## config.mk

```make
export PLATFORM = sky130hd
export DESIGN_NAME = mlp_top_flat
export DESIGN_NICKNAME = d
export VERILOG_FILES = /design/src/rtl/mlp_pkg.sv /design/src/rtl/mlp_if.sv /design/src/rtl/mlp_neuron.sv /design/src/rtl/mlp_top.sv /design/src/flat_wrapper.sv
export SDC_FILE = /design/constraint.sdc
export NUM_CORES = 2
export LEC_CHECK = 0
export CAP_MARGIN = 20
export CORE_ASPECT_RATIO = 1.75
export CORE_MARGIN = 2
export CORE_UTILIZATION = 65
export DETAILED_ROUTE_END_ITERATION = 10
export GPL_ROUTABILITY_DRIVEN = 0
export PLACE_DENSITY = 0.85
export SLEW_MARGIN = 20
export SYNTH_ARGS = -nofsm -noshare
export SYNTH_HDL_FRONTEND = slang
export SYNTH_SLANG_ARGS = --single-unit
```

## constraint.sdc

```tcl
create_clock -name clk -period 27.6 [get_ports clk]
set_clock_uncertainty 0.05 [all_clocks]
set_input_delay 5.52 -clock clk [delete_from_list [all_inputs] [get_ports clk]]
set_output_delay 5.52 -clock clk [all_outputs]
set_load 0.02 [all_outputs]
```

## src/rtl/mlp_pkg.sv

```systemverilog
// Shared sizes, widths and bus slice offsets for the two-layer integer MLP.
package mlp_pkg;

   localparam int unsigned OUT_W  = 2;
   localparam int unsigned NUM_A  = 4;
   localparam int unsigned NUM_H  = 3;
   localparam int unsigned NUM_O  = 3;
   localparam int unsigned A_W    = 4;
   localparam int unsigned W_W    = 8;
   localparam int unsigned NUM_W  = 21;
   localparam int unsigned B0_W   = 11;
   localparam int unsigned B1_W   = 17;
   localparam int unsigned H_W    = 15;
   localparam int unsigned ACC1_W = 16;
   localparam int unsigned ACC2_W = 26;

   localparam int unsigned IN_BITS = NUM_A * A_W;
   localparam int unsigned W_BITS  = NUM_W * W_W;
   localparam int unsigned B_BITS  = NUM_H * B0_W + NUM_O * B1_W;

   // Low bit of W_k inside the weight bus
   function automatic int unsigned w_lo(input int unsigned k);
      return k * W_W;
   endfunction

   // Low bit of hidden bias Bh_j inside the bias bus
   function automatic int unsigned bh_lo(input int unsigned j);
      return j * B0_W;
   endfunction

   // Low bit of output bias Bo_m; output biases follow all hidden biases
   function automatic int unsigned bo_lo(input int unsigned m);
      return NUM_H * B0_W + m * B1_W;
   endfunction

endpackage

```

## src/rtl/mlp_if.sv

```systemverilog
// Feature/parameter bus into the MLP and the registered class result out of it.
interface mlp_if;
   import mlp_pkg::*;

   logic [IN_BITS-1:0] inp;
   logic [W_BITS-1:0]  weights;
   logic [B_BITS-1:0]  biases;
   logic [OUT_W-1:0]   out;

   modport master (output inp, output weights, output biases, input out);
   modport slave  (input inp, input weights, input biases, output out);

endinterface

```

## src/rtl/mlp_neuron.sv

```systemverilog
// Combinational dot product of unsigned inputs with signed weights plus a signed
// bias, with optional ReLU on the result.
module mlp_neuron #(
   parameter int unsigned N_IN       = 4,
   parameter int unsigned IN_WIDTH   = 4,
   parameter int unsigned WGT_WIDTH  = 8,
   parameter int unsigned BIAS_WIDTH = 11,
   parameter int unsigned ACC_WIDTH  = 16,
   parameter int unsigned Y_WIDTH    = 15,
   parameter bit          RELU       = 1'b1
) (
   input  logic [N_IN*IN_WIDTH-1:0]  x,
   input  logic [N_IN*WGT_WIDTH-1:0] w,
   input  logic [BIAS_WIDTH-1:0]     b,
   output logic [Y_WIDTH-1:0]        y_c
);

   logic signed [ACC_WIDTH-1:0] acc;
   logic signed [ACC_WIDTH-1:0] xe;
   logic signed [ACC_WIDTH-1:0] we;

   // Accumulator is sized so every partial sum is exact
   always_comb begin
      acc = ACC_WIDTH'($signed(b));
      xe  = '0;
      we  = '0;
      for (int i = 0; i < int'(N_IN); i++) begin
         xe  = ACC_WIDTH'($signed({1'b0, x[i*IN_WIDTH +: IN_WIDTH]}));
         we  = ACC_WIDTH'($signed(w[i*WGT_WIDTH +: WGT_WIDTH]));
         acc = acc + xe * we;
      end
   end

   always_comb begin
      y_c = Y_WIDTH'(acc);
      if (RELU && acc[ACC_WIDTH-1]) begin
         y_c = '0;
      end
   end

endmodule

```

## src/rtl/mlp_top.sv

```systemverilog
// Two-stage 4-3-3 integer MLP classifier: registered ReLU hidden layer, then a
// registered argmax over the three output scores.
module mlp_top
   import mlp_pkg::*;
(
   input  logic clk,
   input  logic rst_n,
   mlp_if.slave bus
);

   logic [NUM_H*H_W-1:0]    h_c;
   logic [NUM_H*H_W-1:0]    h_q;
   logic [NUM_O*ACC2_W-1:0] s_c;
   logic [OUT_W-1:0]        cls_c;
   logic [OUT_W-1:0]        out_q;
   logic signed [ACC2_W-1:0] best_val;
   logic signed [ACC2_W-1:0] cand;

   for (genvar j = 0; j < int'(NUM_H); j++) begin : g_hid
      localparam int unsigned WLO = w_lo(NUM_A * j);
      localparam int unsigned BLO = bh_lo(j);
      mlp_neuron #(
         .N_IN(NUM_A), .IN_WIDTH(A_W), .WGT_WIDTH(W_W), .BIAS_WIDTH(B0_W),
         .ACC_WIDTH(ACC1_W), .Y_WIDTH(H_W), .RELU(1'b1)
      ) u_hid (
         .x   (bus.inp),
         .w   (bus.weights[WLO +: NUM_A*W_W]),
         .b   (bus.biases[BLO +: B0_W]),
         .y_c (h_c[j*H_W +: H_W])
      );
   end

   // Output weights start right after the NUM_A*NUM_H hidden weights
   for (genvar m = 0; m < int'(NUM_O); m++) begin : g_out
      localparam int unsigned WLO = w_lo(NUM_A*NUM_H + NUM_H*m);
      localparam int unsigned BLO = bo_lo(m);
      mlp_neuron #(
         .N_IN(NUM_H), .IN_WIDTH(H_W), .WGT_WIDTH(W_W), .BIAS_WIDTH(B1_W),
         .ACC_WIDTH(ACC2_W), .Y_WIDTH(ACC2_W), .RELU(1'b0)
      ) u_out (
         .x   (h_q),
         .w   (bus.weights[WLO +: NUM_H*W_W]),
         .b   (bus.biases[BLO +: B1_W]),
         .y_c (s_c[m*ACC2_W +: ACC2_W])
      );
   end

   // Strict greater-than keeps the lowest index on ties
   always_comb begin
      cls_c    = '0;
      best_val = $signed(s_c[0 +: ACC2_W]);
      cand     = '0;
      for (int m = 1; m < int'(NUM_O); m++) begin
         cand = $signed(s_c[m*ACC2_W +: ACC2_W]);
         if (cand > best_val) begin
            best_val = cand;
            cls_c    = OUT_W'(m);
         end
      end
   end

   always_ff @(posedge clk or negedge rst_n) begin
      if (!rst_n) begin
         h_q   <= '0;
         out_q <= '0;
      end else begin
         h_q   <= h_c;
         out_q <= cls_c;
      end
   end

   assign bus.out = out_q;

endmodule

```

## src/flat_wrapper.sv

```systemverilog
// flat-port wrapper written by rule: the top's interface ports become plain ports
module mlp_top_flat import mlp_pkg::*;
  (clk, rst_n, bus_inp, bus_weights, bus_biases, bus_out);
  mlp_if bus_i ();
  input  logic clk;
  input  logic rst_n;
  input wire logic [$bits(bus_i.inp)-1:0] bus_inp;
  input wire logic [$bits(bus_i.weights)-1:0] bus_weights;
  input wire logic [$bits(bus_i.biases)-1:0] bus_biases;
  output wire logic [$bits(bus_i.out)-1:0] bus_out;
  assign bus_i.inp = bus_inp;
  assign bus_i.weights = bus_weights;
  assign bus_i.biases = bus_biases;
  assign bus_out = bus_i.out;
  mlp_top u_core (.clk(clk), .rst_n(rst_n), .bus(bus_i));
endmodule
```

==> out/results.ini <==
[synth]
ys_seq_area_frac=0.0198
yosysTopAreaCell=fa_1
synth_top_area_frac=0.499
synth.distinct_cells=63
syn_area_um2=59300
ys_ff_latch=47
async_flop_share=1.00
syn_nets=9007
synth_top_flop_cell=dfrtp_1
netlist_instances=6553
synth.area.top_cells=fa_1, ha_1, inv_1, and2_1, nand2_1
synth_edf_count=0
syn_area_per_cell_um2=9.06
yosys_warnings=0

[drt]
drt_iter0_markers=2700
wl_mm=164
met2_length_mm=82.9
postRouteAntennaNets=0
drc=0
first_pass_iters=7
viasPerCell=5.65
met1_length_mm=49.7
top_layer_used=met5
wl_met3_mm=12.1
drt-wirelength-per-cell_um=20.9
vias=44600

[cts]
clkLatencyLatePin_ns=0.32
clkTransAtPathRegs_ns=0.08
cts-root-buf=clkbuf_16
htreeDepth=2
post-cts-setup-buffer-count=0
cts_resized=0
cts_sinks=47
cts_tree=built
cts_buffers=5
cts_buffer_depth=2
cts_hold_buf=0

[finish]
area_growth_pct=6.79
drive_gt1_frac=0.0129
utilization=0.701
layout.nets=9140

[setup_path]
crit_path_max_fanout=21
critPathCaptureType=flop
cpMostUsedCell=fa_1
cpMaxStageDelayCell=clkdlybuf4s50_1
startpoint=bus_weights[130]
slowest_delay_ns=1.06
path_class=in2reg
required_ns=27.76
arrival_ns=17.67
r2r-start=u_core.h_q[35]$_DFF_PN0_
crit_path_start_kind=input port

[timing]
relSlewSlack=0.130
rsz0062_at_grt=false
fin_crit_sh=0.634
tightest_slew_ns=1.30
post-route-min-period_ns=17.50
timing.setup.tns_ns=0
finalHoldViolations=0
finalSetupViolations=0
fmaxAchievable_mhz=57.1
slew_violations=0

[min_path]
hold_class=reg2reg
min-delay-start=u_core.h_q[0]$_DFF_PN0_

[global_route]
gr-total-overflow=0
first_global_vias=51300
grt_pass1_wl_mm=264
grt_max_degree=48
antenna_found_initial=19
grt_usage=0.374

[floorplanning]
coreArea_um2=90400
die_area_um2=93800
start_util=0.656
die_w_um=232
die_h_um=404
num_rows=146
io_pins=272

[flow_run]
maxCapViolCount=0

[status]
outcome=complete, no violations

[placed_design]
dp_hpwl_mm=139
portBuffers=271

[cells in the mapped netlist (11+ instances only)]
cell	instances
a211oi_1	11
a21o_1	39
a21oi_1	89
and2_1	605
clkbuf_1	194
dfrtp_1	47
fa_1	1479
ha_1	705
inv_1	1970
nand2_1	758
nand2b_1	80
nand3_1	16
nand4_1	13
nor2_1	174
nor2b_1	22
nor3_1	21
o21a_1	14
o21ai_0	55
o21bai_1	15
o31ai_1	11
xnor2_1	82
xor2_1	39
[critical path, delay by kind of cell]
kind,cells,cell delay [ns]
AO/OA/AOI/OAI,16,3.16
XOR/XNOR,2,0.32
adder cells (fa/ha/maj),11,5.24
buffers and inverters,5,1.51
multiplexers,2,0.55
AND/OR/NAND/NOR,8,1.36
[cell type report]
class,instances,area [um^2]
Antenna cell,10,25.0
Tap cell,1184,1480
Clock buffer,6,139
Fill cell,6692,27100
Timing Repair Buffer,331,3160
Clock inverter,2,13.8
Multi-Input combinational cell,4331,50000
Sequential cell,47,1180
Inverter,1970,7390
[layer usage]
layer  up-vias  GRT usage
met3       900     0.0576
met2      2268      0.644
li1      19000          -
met1     22400      0.385
met4        18      0.349
met5         -          0
[stage by stage]
step | std cells | setup WS [ns] | hold WS [ns] | area [um^2]
final | 7881 | 10.10 | 1.87 | 63400
after global routing | 7879 | 9.44 | 1.93 | 63400
after CTS | 7871 | 10.31 | 1.82 | 63300
after detailed placement | 7863 | 10.02 | 1.81 | 63200
after global placement | 7863 | 10.26 | 1.78 | 63200
after floorplan | 6553 | 11.78 | 1.41 | 59300
[path summary, 6_finish.rpt]
check / to / slack, ns / cells past startpoint
max: u_core.bus.out[0]$_DFF_PN0_ / 10.10 / 44
min: u_core.bus.out[1]$_DFF_PN0_ / 1.87 / 9
max reg2reg: u_core.bus.out[0]$_DFF_PN0_ / 15.51 / 47
min reg2reg: u_core.bus.out[1]$_DFF_PN0_ / 1.87 / 9
max in group asynchronous: u_core.h_q[20]$_DFF_PN0_ / 21.77 / 2
min in group asynchronous: u_core.h_q[44]$_DFF_PN0_ / 5.23 / 2
[state kept, by name, summed over array words and instances (netlist names)]
name,flops
u_core.h_q,45
u_core.bus.out,2
[layout by cell type, fill, tap and decap left out, types with 22 or more instances in the layout]
cell type and count:
and2_1 605, a21o_1 39, nand2_1 758, nor2b_1 22
nand2b_1 80, fa_1 1479, inv_1 1970, xor2_1 39
buf_4 60, clkdlybuf4s50_1 270, o21ai_0 55, ha_1 705
dfrtp_1 47, xnor2_1 81, nor2_1 174, a21oi_1 89
[cells by family (layout without fill, tap and decap cells)]
family | Yosys count | after routing | share of synthesized area
compound gates | 296 | 296 | 0.0327
xor+xnor | 122 | 122 | 0.0183
fa+ha+maj | 2185 | 2185 | 0.648
buf+inv | 2175 | 2309 | 0.138
flops | 47 | 47 | 0.0198
mux | 11 | 11 | 0.00188
other cells | 0 | 10 | 0
simple gates | 1717 | 1717 | 0.141
Power is left out: the tool's default activity adds up to more than one toggle a clock period on the data nets, which glitch-free logic cannot reach.
